**config.mk**
```make
export PLATFORM = sky130hd
export DESIGN_NAME = gate_sweep_ctrl
export DESIGN_NICKNAME = d
export VERILOG_FILES = /design/src/rtl/gate_sweep_ctrl.sv
export SDC_FILE = /design/constraint.sdc
export NUM_CORES = 1
export LEC_CHECK = 0
export ABC_CLOCK_PERIOD_IN_PS = 3300
export BUFFER_PORTS_ARGS = -buffer_cell sky130_fd_sc_hd__buf_2
export CORE_MARGIN = 1
export CORE_UTILIZATION = 35
export DETAILED_ROUTE_END_ITERATION = 6
export PLACE_DENSITY_LB_ADDON = 0.05
export SYNTH_ARGS = -nofsm -noshare
export SYNTH_HDL_FRONTEND = slang
export SYNTH_SLANG_ARGS = --single-unit
```
**constraint.sdc**
```tcl
create_clock -name clk_i -period 3.3 [get_ports clk_i]
set_input_delay 0.66 -clock clk_i [delete_from_list [all_inputs] [get_ports clk_i]]
set_output_delay 0.66 -clock clk_i [all_outputs]
set_load 0.01 [all_outputs]
```
**src/rtl/gate_sweep_ctrl.sv**
```systemverilog
// Exhaustive input sweeper for a small combinational gate: steps every input vector,
// holds each for DWELL cycles and captures the output into a truth table.
// Optional expected-table comparison is built when GATE_SWEEP_COMPARE_EN is defined.
module gate_sweep_ctrl #(
  parameter int N_IN  = 3,
  parameter int DWELL = 2
) (
  input  logic                 clk_i,
  input  logic                 rst_n_i,
  input  logic                 start_i,
  input  logic [(1<<N_IN)-1:0] expected_i,
  input  logic                 gate_out_i,
  output logic [N_IN-1:0]      vec_o,
  output logic                 busy_o,
  output logic                 done_o,
  output logic [(1<<N_IN)-1:0] table_o,
  output logic                 pass_o,
  output logic [N_IN-1:0]      fail_idx_o
);
  localparam int         NV      = 1 << N_IN;
  localparam logic [7:0] DW_LAST = 8'(DWELL - 1);

  if (DWELL < 1 || DWELL > 255) begin : g_bad_dwell
    $error("gate_sweep_ctrl: DWELL must be in 1..255");
  end

  typedef enum logic [1:0] {S_IDLE, S_RUN, S_DONE} state_e;

  state_e          state_q, state_d;
  logic [N_IN-1:0] vec_q, vec_d;
  logic [7:0]      cnt_q, cnt_d;
  logic [NV-1:0]   table_q, table_d;
  logic            accept;
  logic            sample;
  logic            last_vec;

  assign accept   = (state_q == S_IDLE) && start_i;
  // Output is captured on the final cycle of each dwell window.
  assign sample   = (state_q == S_RUN) && (cnt_q == DW_LAST);
  assign last_vec = &vec_q;

  always_comb begin
    state_d = state_q;
    vec_d   = vec_q;
    cnt_d   = cnt_q;
    table_d = table_q;
    case (state_q)
      S_IDLE: begin
        if (start_i) begin
          state_d = S_RUN;
          vec_d   = '0;
          cnt_d   = '0;
          table_d = '0;
        end
      end
      S_RUN: begin
        if (sample) begin
          table_d[vec_q] = gate_out_i;
          cnt_d          = '0;
          if (last_vec) begin
            state_d = S_DONE;
            vec_d   = '0;
          end else begin
            vec_d = vec_q + N_IN'(1);
          end
        end else begin
          cnt_d = cnt_q + 8'd1;
        end
      end
      S_DONE: begin
        state_d = S_IDLE;
      end
      default: begin
        state_d = S_IDLE;
        vec_d   = '0;
        cnt_d   = '0;
      end
    endcase
  end

  always_ff @(posedge clk_i) begin
    if (!rst_n_i) begin
      state_q <= S_IDLE;
      vec_q   <= '0;
      cnt_q   <= '0;
      table_q <= '0;
    end else begin
      state_q <= state_d;
      vec_q   <= vec_d;
      cnt_q   <= cnt_d;
      table_q <= table_d;
    end
  end

  assign vec_o   = vec_q;
  assign busy_o  = (state_q == S_RUN);
  assign done_o  = (state_q == S_DONE);
  assign table_o = table_q;

`ifdef GATE_SWEEP_COMPARE_EN
  logic [NV-1:0]   exp_q, exp_d;
  logic            mis_q, mis_d;
  logic [N_IN-1:0] fidx_q, fidx_d;
  logic            pass_q, pass_d;
  logic            miss_now;

  assign miss_now = sample && (gate_out_i != exp_q[vec_q]);

  always_comb begin
    exp_d  = exp_q;
    mis_d  = mis_q;
    fidx_d = fidx_q;
    pass_d = pass_q;
    if (accept) begin
      exp_d  = expected_i;
      mis_d  = 1'b0;
      fidx_d = '0;
      pass_d = 1'b0;
    end else if (sample) begin
      // Only the first mismatch is recorded; later ones keep the lowest index.
      if (miss_now && !mis_q) begin
        mis_d  = 1'b1;
        fidx_d = vec_q;
      end
      if (last_vec) pass_d = !(mis_q || miss_now);
    end
  end

  always_ff @(posedge clk_i) begin
    if (!rst_n_i) begin
      exp_q  <= '0;
      mis_q  <= 1'b0;
      fidx_q <= '0;
      pass_q <= 1'b0;
    end else begin
      exp_q  <= exp_d;
      mis_q  <= mis_d;
      fidx_q <= fidx_d;
      pass_q <= pass_d;
    end
  end

  assign pass_o     = pass_q;
  assign fail_idx_o = fidx_q;
`else
  logic unused_cmp;
  assign unused_cmp = ^{expected_i, accept};
  assign pass_o     = 1'b0;
  assign fail_idx_o = '0;
`endif

endmodule

```
==> parameters.txt, run 1 <==
Parameter                              Value

Route
  Count of vias placed by the detailed router    1014
  Drt initial violations    44
  DRC violations left    0
  DRT antenna net count    0
  Wire length reported by the detailed router    2440 um
  Detailed-route wire length per cell    12.2 um
  Drt via density    5.10
  TritonRoute pass-1 iters    4

Place
  Post-place instance area    0.00123 mm^2
  HPWL after detailed placement    1780 um
  PortBufs    16
  Setup slack at placement    1.44 ns
  Cells after DPL    195
  GPL Wtd Cong    0.757

GRT
  Initial antenna violation count    0
  Via count of the first global-routing pass    891
  Sum of overflow across all layers after global routing    0
  First-pass GRT wire length    4010 um
  Largest net degree at the start of global routing    16
  GR Util All Layers    0.154

Yosys
  Area fraction in compound gates after synthesis    0.213
  Combinational family with the most area after synthesis    simple AND/OR/NAND/NOR gates
  Parity-gate share of the synthesized area counting xor and xnor cells    0
  Mapped Cells    142
  Number of enable flip-flop cells after synthesis    0
  Share of synthesized flip-flops with an asynchronous set or reset    0
  Share of synthesized cell area in and, or, nand and nor gates    0.294
  Number of library cell types mapped by synthesis    37
  Sequential-to-total area share from yosys stat    0.368
  Post-synthesis share of cell area spent on full adders, half adders and majority gates    0.0438
  Number of storage elements in the synthesis netlist    21
  Post-synthesis mux area share    0.00875
  Count of warnings emitted by yosys    0
  Post-Syn Area    0.00114 mm^2
  Avg Synthesized Cell Area    8.05 um^2
  Main flop type after synthesis    sky130_fd_sc_hd__dfxtp_1

Cells and area
  Number of antenna diodes    0
  Leading cell type in the layout, fill and taps excluded    sky130_fd_sc_hd__dfxtp_1
  Highest-count cells in the layout ignoring fill and taps    sky130_fd_sc_hd__dfxtp_1 (21), sky130_fd_sc_hd__a21oi_1 (16), sky130_fd_sc_hd__buf_2 (16)
  Final layout net count    172
  Area delta synth->final    9.85%
  Share of final-layout standard cells stronger than drive strength 1    0.168
  Seq. cell area    420 um^2
  Final Instance Count excl. Fillers    199
  Design area    0.00126 mm^2
  Fill cell total of the finished layout    344
  Area taken by multi-input logic gates    656 um^2

Setup path
  Setup slack on the worst flop-to-flop path    1.50 ns
  Critical path peak fanout    8
  Worst path required time    2.64 ns
  Startpoint-to-endpoint class of the critical path    flip-flop to output pin
  Endpoint kind of the worst setup timing path    output pin
  Sort of element at the start of the critical path    flip-flop
  Data arrival at the endpoint of the critical path    1.44 ns

STA
  Transition time at the pin with the least slew margin    0.806 ns
  Setup violation total in the final timing report    0
  Setup clock skew after layout    0.00200 ns
  Fmax    0.476 GHz
  Fin crit share    0.637
  Count of final max-slew check failures    0
  Hold Violations, Final    0
  Min cycle time layout    2.10 ns
  Final setup slack of the worst path    1.20 ns
  Post-route setup TNS    0 ns
  Relative slew slack    0.462
  Setup repair after global routing missed its margin    no

Clock network
  Clock tree root buffer cell    sky130_fd_sc_hd__clkbuf_4
  Clock sink count    21
  CTS tree    yes
  CTS H-Tree Depth    1
  Maximum buffer depth of the clock tree    2
  # Post-CTS Setup Buffers    0
  Number of buffers created by CTS    3
  Post-CTS resize count    0
  Clock-pin slew on the worst setup and hold paths    0.11 ns
  CTS Hold Bufs    0
  Insertion delay of the later-clocked pin in the worst-skew pair    0.30 ns

Power and ir drop
  Total power    425 uW
  Leakage power summed over all cells    0.000496 uW
  Pwr per Cell Area    339 mW/mm^2
  Largest vdd supply drop    0.000147 V

Status
  Status    finished, final reports clean

Floorplanning
  Area of the core    0.00308 mm^2
  Height of the chip    59.2 um
  Area of the die    0.00350 mm^2
  Count of standard-cell rows    20
  Initial core utilization    0.372
  Number of top-level design ports    29
  Overall die width    59.2 um

Min path
  Worst min-delay path class    flip-flop to flip-flop

Run
  Number of violations of the max-capacitance limit    0
[layout make-up]
class	instances	area share
sequential	21	0.335
tap	44	0.0438
timing repair buffer	16	0.0637
clock buffer	4	0.0209
multi-input combinational	109	0.522
inverter	5	0.0149
[power breakdown]
group | leakage, uW | internal, uW | switching, uW
clock network | 0.0000150 | 47.1 | 75.8
logic | 0.000312 | 13.1 | 28.3
registers | 0.000170 | 256 | 4.73
[state kept, by name, indices dropped and copies added (netlist names)]
name,cells
cnt_q,8
table_o,8
vec_o,3
state_q,2
[Yosys cell counts, drive strengths merged, types with 2 or more instances]
cell type | number | area [um^2]
nor2b | 2 | 12.5
or4 | 2 | 15.0
buf | 5 | 41.3
nand4 | 2 | 12.5
a31oi | 4 | 25.0
nand2b | 3 | 18.8
nor4b | 2 | 32.5
nor2 | 14 | 52.6
a21oi | 16 | 80.1
and3 | 2 | 12.5
ha | 4 | 50.1
nor3 | 4 | 25.0
o22ai | 2 | 12.5
inv | 4 | 15.0
o21a | 9 | 67.6
nand2 | 16 | 62.6
dfxtp | 21 | 420
clkbuf | 5 | 18.8
nand3b | 2 | 15.0
o21ai | 5 | 25.0
nand3 | 6 | 30.0
[worst max-delay path, stage by stage, from the launching register on]
cell	delay [ns]
sky130_fd_sc_hd__dfxtp_1	0.45
sky130_fd_sc_hd__nand2b_1	0.23
sky130_fd_sc_hd__inv_1	0.28
sky130_fd_sc_hd__buf_2	0.19
[per-layer routing]
metal / up-vias / wire [um] / global-route usage
li1: 523 / - / -
met5: - / 0 / 0
met1: 473 / 1100 / 0.177
met3: 5 / 46 / 0.0197
met4: 0 / 41 / 0.0884
met2: 13 / 1250 / 0.274
[metrics by stage]
| step | hold WS [ns] | util |
|---|---|---|
| 2_1_floorplan | 0.473 | - |
| 3_3_place_gp | 0.509 | 0.400 |
| 3_5_place_dp | 0.514 | 0.400 |
| 4_1_cts | 0.530 | 0.408 |
| 5_1_grt | 0.569 | 0.408 |
| 6_report | 0.518 | 0.408 |
[final timing paths]
kind	startpoint	depth (start not counted)	endpoint
max	state_q[0]	3	busy_o
min	cnt_q[7]	2	cnt_q[7]
max reg2reg	cnt_q[1]	6	cnt_q[4]
min reg2reg	cnt_q[7]	2	cnt_q[7]
[cell families after synthesis]
group	Yosys count
compound gates	40
fa+ha+maj	4
buf+inv	15
flops	21
mux	1
other cells	1
simple gates	60
Power figures use the tool's default switching activity.
==> inputs of run 2 (changes only) <==
--- a/config.mk
+++ b/config.mk
@@ -5,7 +5,7 @@
 export SDC_FILE = /design/constraint.sdc
 export NUM_CORES = 1
 export LEC_CHECK = 0
-export ABC_CLOCK_PERIOD_IN_PS = 3300
+export ABC_CLOCK_PERIOD_IN_PS = 1700
 export BUFFER_PORTS_ARGS = -buffer_cell sky130_fd_sc_hd__buf_2
 export CORE_MARGIN = 1
 export CORE_UTILIZATION = 35
==> constraint.sdc (replaced) <==
create_clock -name clk_i -period 1.7 [get_ports clk_i]
set_input_delay 0.34 -clock clk_i [delete_from_list [all_inputs] [get_ports clk_i]]
set_output_delay 0.34 -clock clk_i [all_outputs]
set_load 0.01 [all_outputs]
==> run 2 against run 1 <==
Effect of this change:
- critical path depth rose by 4
- wire length rose by 4.7%
- critical endpoint is now vec_o[0]
- count of clock-buffer cells in the layout fell by 1
- highest routed layer unchanged
- sequential share of layout area fell by 2.3 points
- final area rose by 7.5%
- combinational power rose to 2.5 times the previous value
- setup slack got worse by 1.1 ns
- hold slack got worse by 0.11 ns
- clock skew rose by 0.0069 ns
- sequential power rose by 92%
- clock power rose by 99%
- first-iteration DRC count fell by 45%
==> parameters.txt, run 2 (synthesis results as in run 1) <==
Parameter                              Value

Status
  Status    finished, final reports clean

Cells and area
  Leading cell type in the layout, fill and taps excluded    sky130_fd_sc_hd__dfxtp_1
  Final Instance Count excl. Fillers    211
  Fill cell total of the finished layout    343
  Number of antenna diodes    0
  Final layout net count    184
  Share of final-layout standard cells stronger than drive strength 1    0.246
  Area delta synth->final    18.1%
  Highest-count cells in the layout ignoring fill and taps    sky130_fd_sc_hd__dfxtp_1 (21), sky130_fd_sc_hd__a21oi_1 (16), sky130_fd_sc_hd__buf_2 (16)

STA
  Setup repair after global routing missed its margin    yes
  Count of final max-slew check failures    0
  Fin crit share    0.938
  Setup clock skew after layout    0.00890 ns
  Setup violation total in the final timing report    0
  Hold Violations, Final    0
  Min cycle time layout    1.59 ns
  Fmax    0.627 GHz

Floorplanning
  Initial core utilization    0.372
  Overall die width    59.2 um
  Area of the core    0.00308 mm^2
  Area of the die    0.00350 mm^2
  Count of standard-cell rows    20
  Number of top-level design ports    29
  Height of the chip    59.2 um

Setup path
  Critical path peak fanout    7
  R2R cell count    7
  Worst Path Buf+Inv    2
  Data arrival at the endpoint of the critical path    1.83 ns
  Endpoint kind of the worst setup timing path    flip-flop
  Cells traversed along the worst timing path    inv_1 -> ha_1 -> nor4b_4 -> buf_4 -> nand2_2 -> or4_1 -> a21oi_1
  Worst path required time    1.93 ns
  Endpoint of the worst-slack reg-to-reg timing path    vec_o[0]
  Setup slack on the worst flop-to-flop path    0.11 ns
  Critical register-to-register path startpoint    cnt_q[1]
  Worst path slowest cell    sky130_fd_sc_hd__or4_1
  Critical Path Max Stage Delay    0.40 ns
  Sort of element at the start of the critical path    flip-flop
  Startpoint-to-endpoint class of the critical path    flip-flop to flip-flop
  Family of cells with the greatest summed delay on the critical path    simple AND/OR/NAND/NOR gates

Clock network
  Insertion delay of the later-clocked pin in the worst-skew pair    0.31 ns
  Clock tree root buffer cell    sky130_fd_sc_hd__clkbuf_4
  Number of buffers created by CTS    3
  Post-CTS resize count    1
  Clock sink count    21
  CTS tree    yes
  Maximum buffer depth of the clock tree    2
  CTS Hold Bufs    0
  CTS H-Tree Depth    1
  # Post-CTS Setup Buffers    0
  Clock-pin slew on the worst setup and hold paths    0.12 ns

Route
  TritonRoute pass-1 iters    4
  Wire length on met3    63 um
  Count of vias placed by the detailed router    1061
  Highest routed layer    met4
  Detailed-route wire length on metal 1    1160 um
  DRT antenna net count    0
  Drt via density    5.03
  Drt initial violations    24
  Detailed-route wire length per cell    12.1 um
  DRC violations left    0
  Wire length reported by the detailed router    2550 um
  Detailed-routed wire length on met2    1300 um

Min path
  Worst hold path cell count    3
  Hold wc startpoint    rst_n_i
  Worst min-delay path class    input pin to flip-flop
  Worst-case hold path end point    cnt_q[2]

Power and ir drop
  Total power    853 uW
  Leakage power summed over all cells    0.000560 uW
  Pwr per Cell Area    632 mW/mm^2
  Largest vdd supply drop    0.000277 V

Place
  HPWL after detailed placement    1860 um
  GPL Wtd Cong    0.742
  PortBufs    16
  Cells after DPL    207

GRT
  Largest net degree at the start of global routing    15
  First-pass GRT wire length    4310 um
  GR Util All Layers    0.170
  Initial antenna violation count    0
  Sum of overflow across all layers after global routing    0
  Via count of the first global-routing pass    979

Run
  Number of violations of the max-capacitance limit    0
==> run 2: cell types whose count changed in the layout (fill, tap and decap cells not counted), sizes merged <==
cell,delta
buf,+12
clkbuf,-1
clkinv,+1
==> run 2: per-layer routing <==
layer  vias up  global-route usage
li1        548                   -
met1       486               0.199
met2        23               0.307
met3         4              0.0262
met4         0              0.0714
met5         -                   0
==> run 2: per-stage QoR <==
step / setup WS, ns / TNS [ns] / util / area, um^2 / hold WS (ns)
floorplan: 0.178 / 0 / - / 1150 / 0.473
global placement: 0.167 / 0 / 0.429 / 1320 / 0.502
detailed placement: 0.156 / 0 / 0.429 / 1320 / 0.506
CTS: 0.00454 / 0 / 0.438 / 1350 / 0.401
global route: -0.0285 / -0.0544 / 0.439 / 1350 / 0.418
finish: 0.106 / 0 / 0.439 / 1350 / 0.408
==> run 2: how the worst max path moves through the flow <==
| stage | depth (start not counted) | from | slack, ns | to |
|---|---|---|---|---|
| after global routing | 8 | cnt_q[1] | -0.03 | cnt_q[4] |
| after detailed placement | 4 | cnt_q[2] | 0.16 | table_o[7] |
| final | 7 | cnt_q[1] | 0.11 | vec_o[0] |
| after CTS | 3 | state_q[0] | 0.005 | busy_o |
| after global placement | 7 | cnt_q[1] | 0.17 | table_o[7] |
| after floorplan | 5 | cnt_q[0] | 0.18 | table_o[5] |
==> run 2: worst register-to-register path: stages, from the launching register on <==
cell	delay, ns
sky130_fd_sc_hd__dfxtp_1	0.34
sky130_fd_sc_hd__inv_1	0.05
sky130_fd_sc_hd__ha_1	0.15
sky130_fd_sc_hd__nor4b_4	0.18
sky130_fd_sc_hd__buf_4	0.19
sky130_fd_sc_hd__nand2_2	0.06
sky130_fd_sc_hd__or4_1	0.40
sky130_fd_sc_hd__a21oi_1	0.16
==> run 2: power breakdown <==
group	total (uW)	switching (uW)	internal (uW)	leakage, uW
Combinational	105	62.9	42.2	0.000372
Sequential	502	5.02	497	0.000170
Clock	245	157	87.8	0.0000177
Total	853	225	627	0.000560
==> run 2: final cells by class <==
cell class                 instances  area [um^2]  area share
timing repair buffer              28          170       0.126
sequential                        21          420       0.311
multi-input combinational        109          658       0.487
clock buffer                       3         22.5      0.0167
clock inverter                     1         5.00     0.00371
inverter                           5         18.8      0.0139
tap                               44         55.1      0.0408
==> inputs of run 3 (changes only) <==
--- a/config.mk
+++ b/config.mk
@@ -8,7 +8,7 @@
 export ABC_CLOCK_PERIOD_IN_PS = 1700
 export BUFFER_PORTS_ARGS = -buffer_cell sky130_fd_sc_hd__buf_2
 export CORE_MARGIN = 1
-export CORE_UTILIZATION = 35
+export CORE_UTILIZATION = 46
 export DETAILED_ROUTE_END_ITERATION = 6
 export PLACE_DENSITY_LB_ADDON = 0.05
 export SYNTH_ARGS = -nofsm -noshare
==> run 3 against run 2 <==
Effect of this change:
- sequential power is essentially flat
- via count grew 1.9%
- global-route usage grew 6.3 points
- clock power is essentially flat
- critical path depth grew 1
- largest cell class unchanged
- largest power group unchanged
==> parameters.txt, run 3 (synthesis results as in run 1) <==
Parameter                              Value

Status
  Status    finished, final reports clean

Cells and area
  Share of final-layout standard cells stronger than drive strength 1    0.247
  Leading cell type in the layout, fill and taps excluded    sky130_fd_sc_hd__dfxtp_1
  Highest-count cells in the layout ignoring fill and taps    sky130_fd_sc_hd__dfxtp_1 (20), sky130_fd_sc_hd__a21oi_1 (16), sky130_fd_sc_hd__buf_2 (16)
  Share of the core filled with cells in the final layout    0.583
  Final layout net count    183
  Number of antenna diodes    0
  Area delta synth->final    16.1%

Route
  TritonRoute pass-1 iters    4
  Drt via density    5.57
  DRC violations left    0
  Detailed-route wire length per cell    13.2 um
  Count of vias placed by the detailed router    1081
  Wire length reported by the detailed router    2570 um
  Drt initial violations    28
  DRT antenna net count    0

Setup path
  Critical path depth in cells    8
  Worst Path Buf+Inv    3
  Critical Path Max Stage Delay    0.35 ns
  Worst path required time    1.93 ns
  Sort of element at the start of the critical path    flip-flop
  R2R cell count    8
  Worst path slowest cell    sky130_fd_sc_hd__dfxtp_1
  Family of cells with the greatest summed delay on the critical path    compound AO/OA/AOI/OAI gates
  Startpoint-to-endpoint class of the critical path    flip-flop to flip-flop
  Data arrival at the endpoint of the critical path    1.80 ns
  Cells traversed along the worst timing path    inv_1 -> ha_1 -> nor4b_4 -> buf_4 -> a21oi_1 -> buf_4 -> a21oi_1 -> a211oi_2
  Critical path peak fanout    7
  Endpoint kind of the worst setup timing path    flip-flop

STA
  Final setup slack of the worst path    0.131 ns
  Fmax    0.637 GHz
  Min cycle time layout    1.57 ns
  Hold slack    0.379 ns
  Count of final max-slew check failures    0
  Fin crit share    0.923
  Setup violation total in the final timing report    0
  Setup repair after global routing missed its margin    yes
  Post-route setup TNS    0 ns
  Setup clock skew after layout    0.000944 ns
  Hold Violations, Final    0

Power and ir drop
  Pwr per Cell Area    643 mW/mm^2
  Net switching power figure    224 uW
  Leakage power summed over all cells    0.000553 uW
  Fraction of power spent switching nets    0.262
  Share of power burned in registers    0.589
  Total power    854 uW
  Int Pwr    630 uW
  Combinational fraction of design power    0.121
  Largest vdd supply drop    0.000775 V
  Share of power burned in the clock network    0.290

Clock network
  Maximum buffer depth of the clock tree    2
  Insertion delay of the later-clocked pin in the worst-skew pair    0.30 ns
  Clock sink count    21
  Clock tree root buffer cell    sky130_fd_sc_hd__clkbuf_4
  CTS H-Tree Depth    1
  Clock-pin slew on the worst setup and hold paths    0.12 ns
  CTS tree    yes
  Number of buffers created by CTS    3

Place
  PortBufs    16
  Setup slack at placement    0.0672 ns
  HPWL after detailed placement    1860 um
  GPL Wtd Cong    0.818

GRT
  Largest net degree at the start of global routing    16
  First-pass GRT wire length    4580 um
  GR Util All Layers    0.233
  Via count of the first global-routing pass    949
  Sum of overflow across all layers after global routing    0
  Initial antenna violation count    0

Min path
  Worst min-delay path class    input pin to flip-flop
  Worst hold path cell count    3

Floorplanning
  Overall die width    51.9 um
  Count of standard-cell rows    17
  Height of the chip    51.9 um
  Area of the die    0.00269 mm^2
  Initial core utilization    0.502
  Number of top-level design ports    29
  Area of the core    0.00228 mm^2

Run
  Number of violations of the max-capacitance limit    0
run 3: power by group through the flow:
stage	combinational [uW]	clock, uW	sequential [uW]
2_1_floorplan	65.8	0	515
4_1_cts	99.7	250	502
3_3_place_gp	98.2	0	513
6_report	103	248	503
5_1_grt	116	282	504
3_5_place_dp	98.4	0	513
run 3: final timing paths:
kind / startpoint / end / slack [ns]
hold / removal: rst_n_i / state_q[0] / 0.38
setup / recovery: cnt_q[1] / cnt_q[4] / 0.13
setup reg to reg: cnt_q[1] / cnt_q[4] / 0.13
hold reg to reg: cnt_q[7] / cnt_q[7] / 0.52
run 3: layout make-up:
class	instances	area (um^2)
Fill cell	209	948
Multi-Input combinational cell	109	663
Sequential cell	21	422
Timing Repair Buffer	27	163
Tap cell	28	35.0
Clock buffer	4	26.3
Inverter	5	18.8
run 3: tightest hold or removal path, stage by stage:
cell and delay, ns:
sky130_fd_sc_hd__buf_2 0.19, sky130_fd_sc_hd__nand2_1 0.09, sky130_fd_sc_hd__a41oi_1 0.04
run 3: what timing repair did:
action,in CTS,in global routing
hold buffers,0,0
endpoints found under the setup margin,1,13
resized for setup,1,3
gates cloned,0,0
setup buffers,0,1
run 3: layer usage:
metal | vias to the layer above | global-route usage | wire (um)
li1 | 548 | - | -
met1 | 497 | 0.339 | 1330
met2 | 34 | 0.342 | 1100
met3 | 2 | 0.0614 | 124
met4 | 0 | 0.0405 | 14
met5 | - | 0 | 0
run 3: stage by stage:
step	std cells	instance area (um^2)
CTS	193	1310
floorplan	145	1150
global placement	189	1280
global route	194	1330
detailed placement	189	1280
finish	194	1330
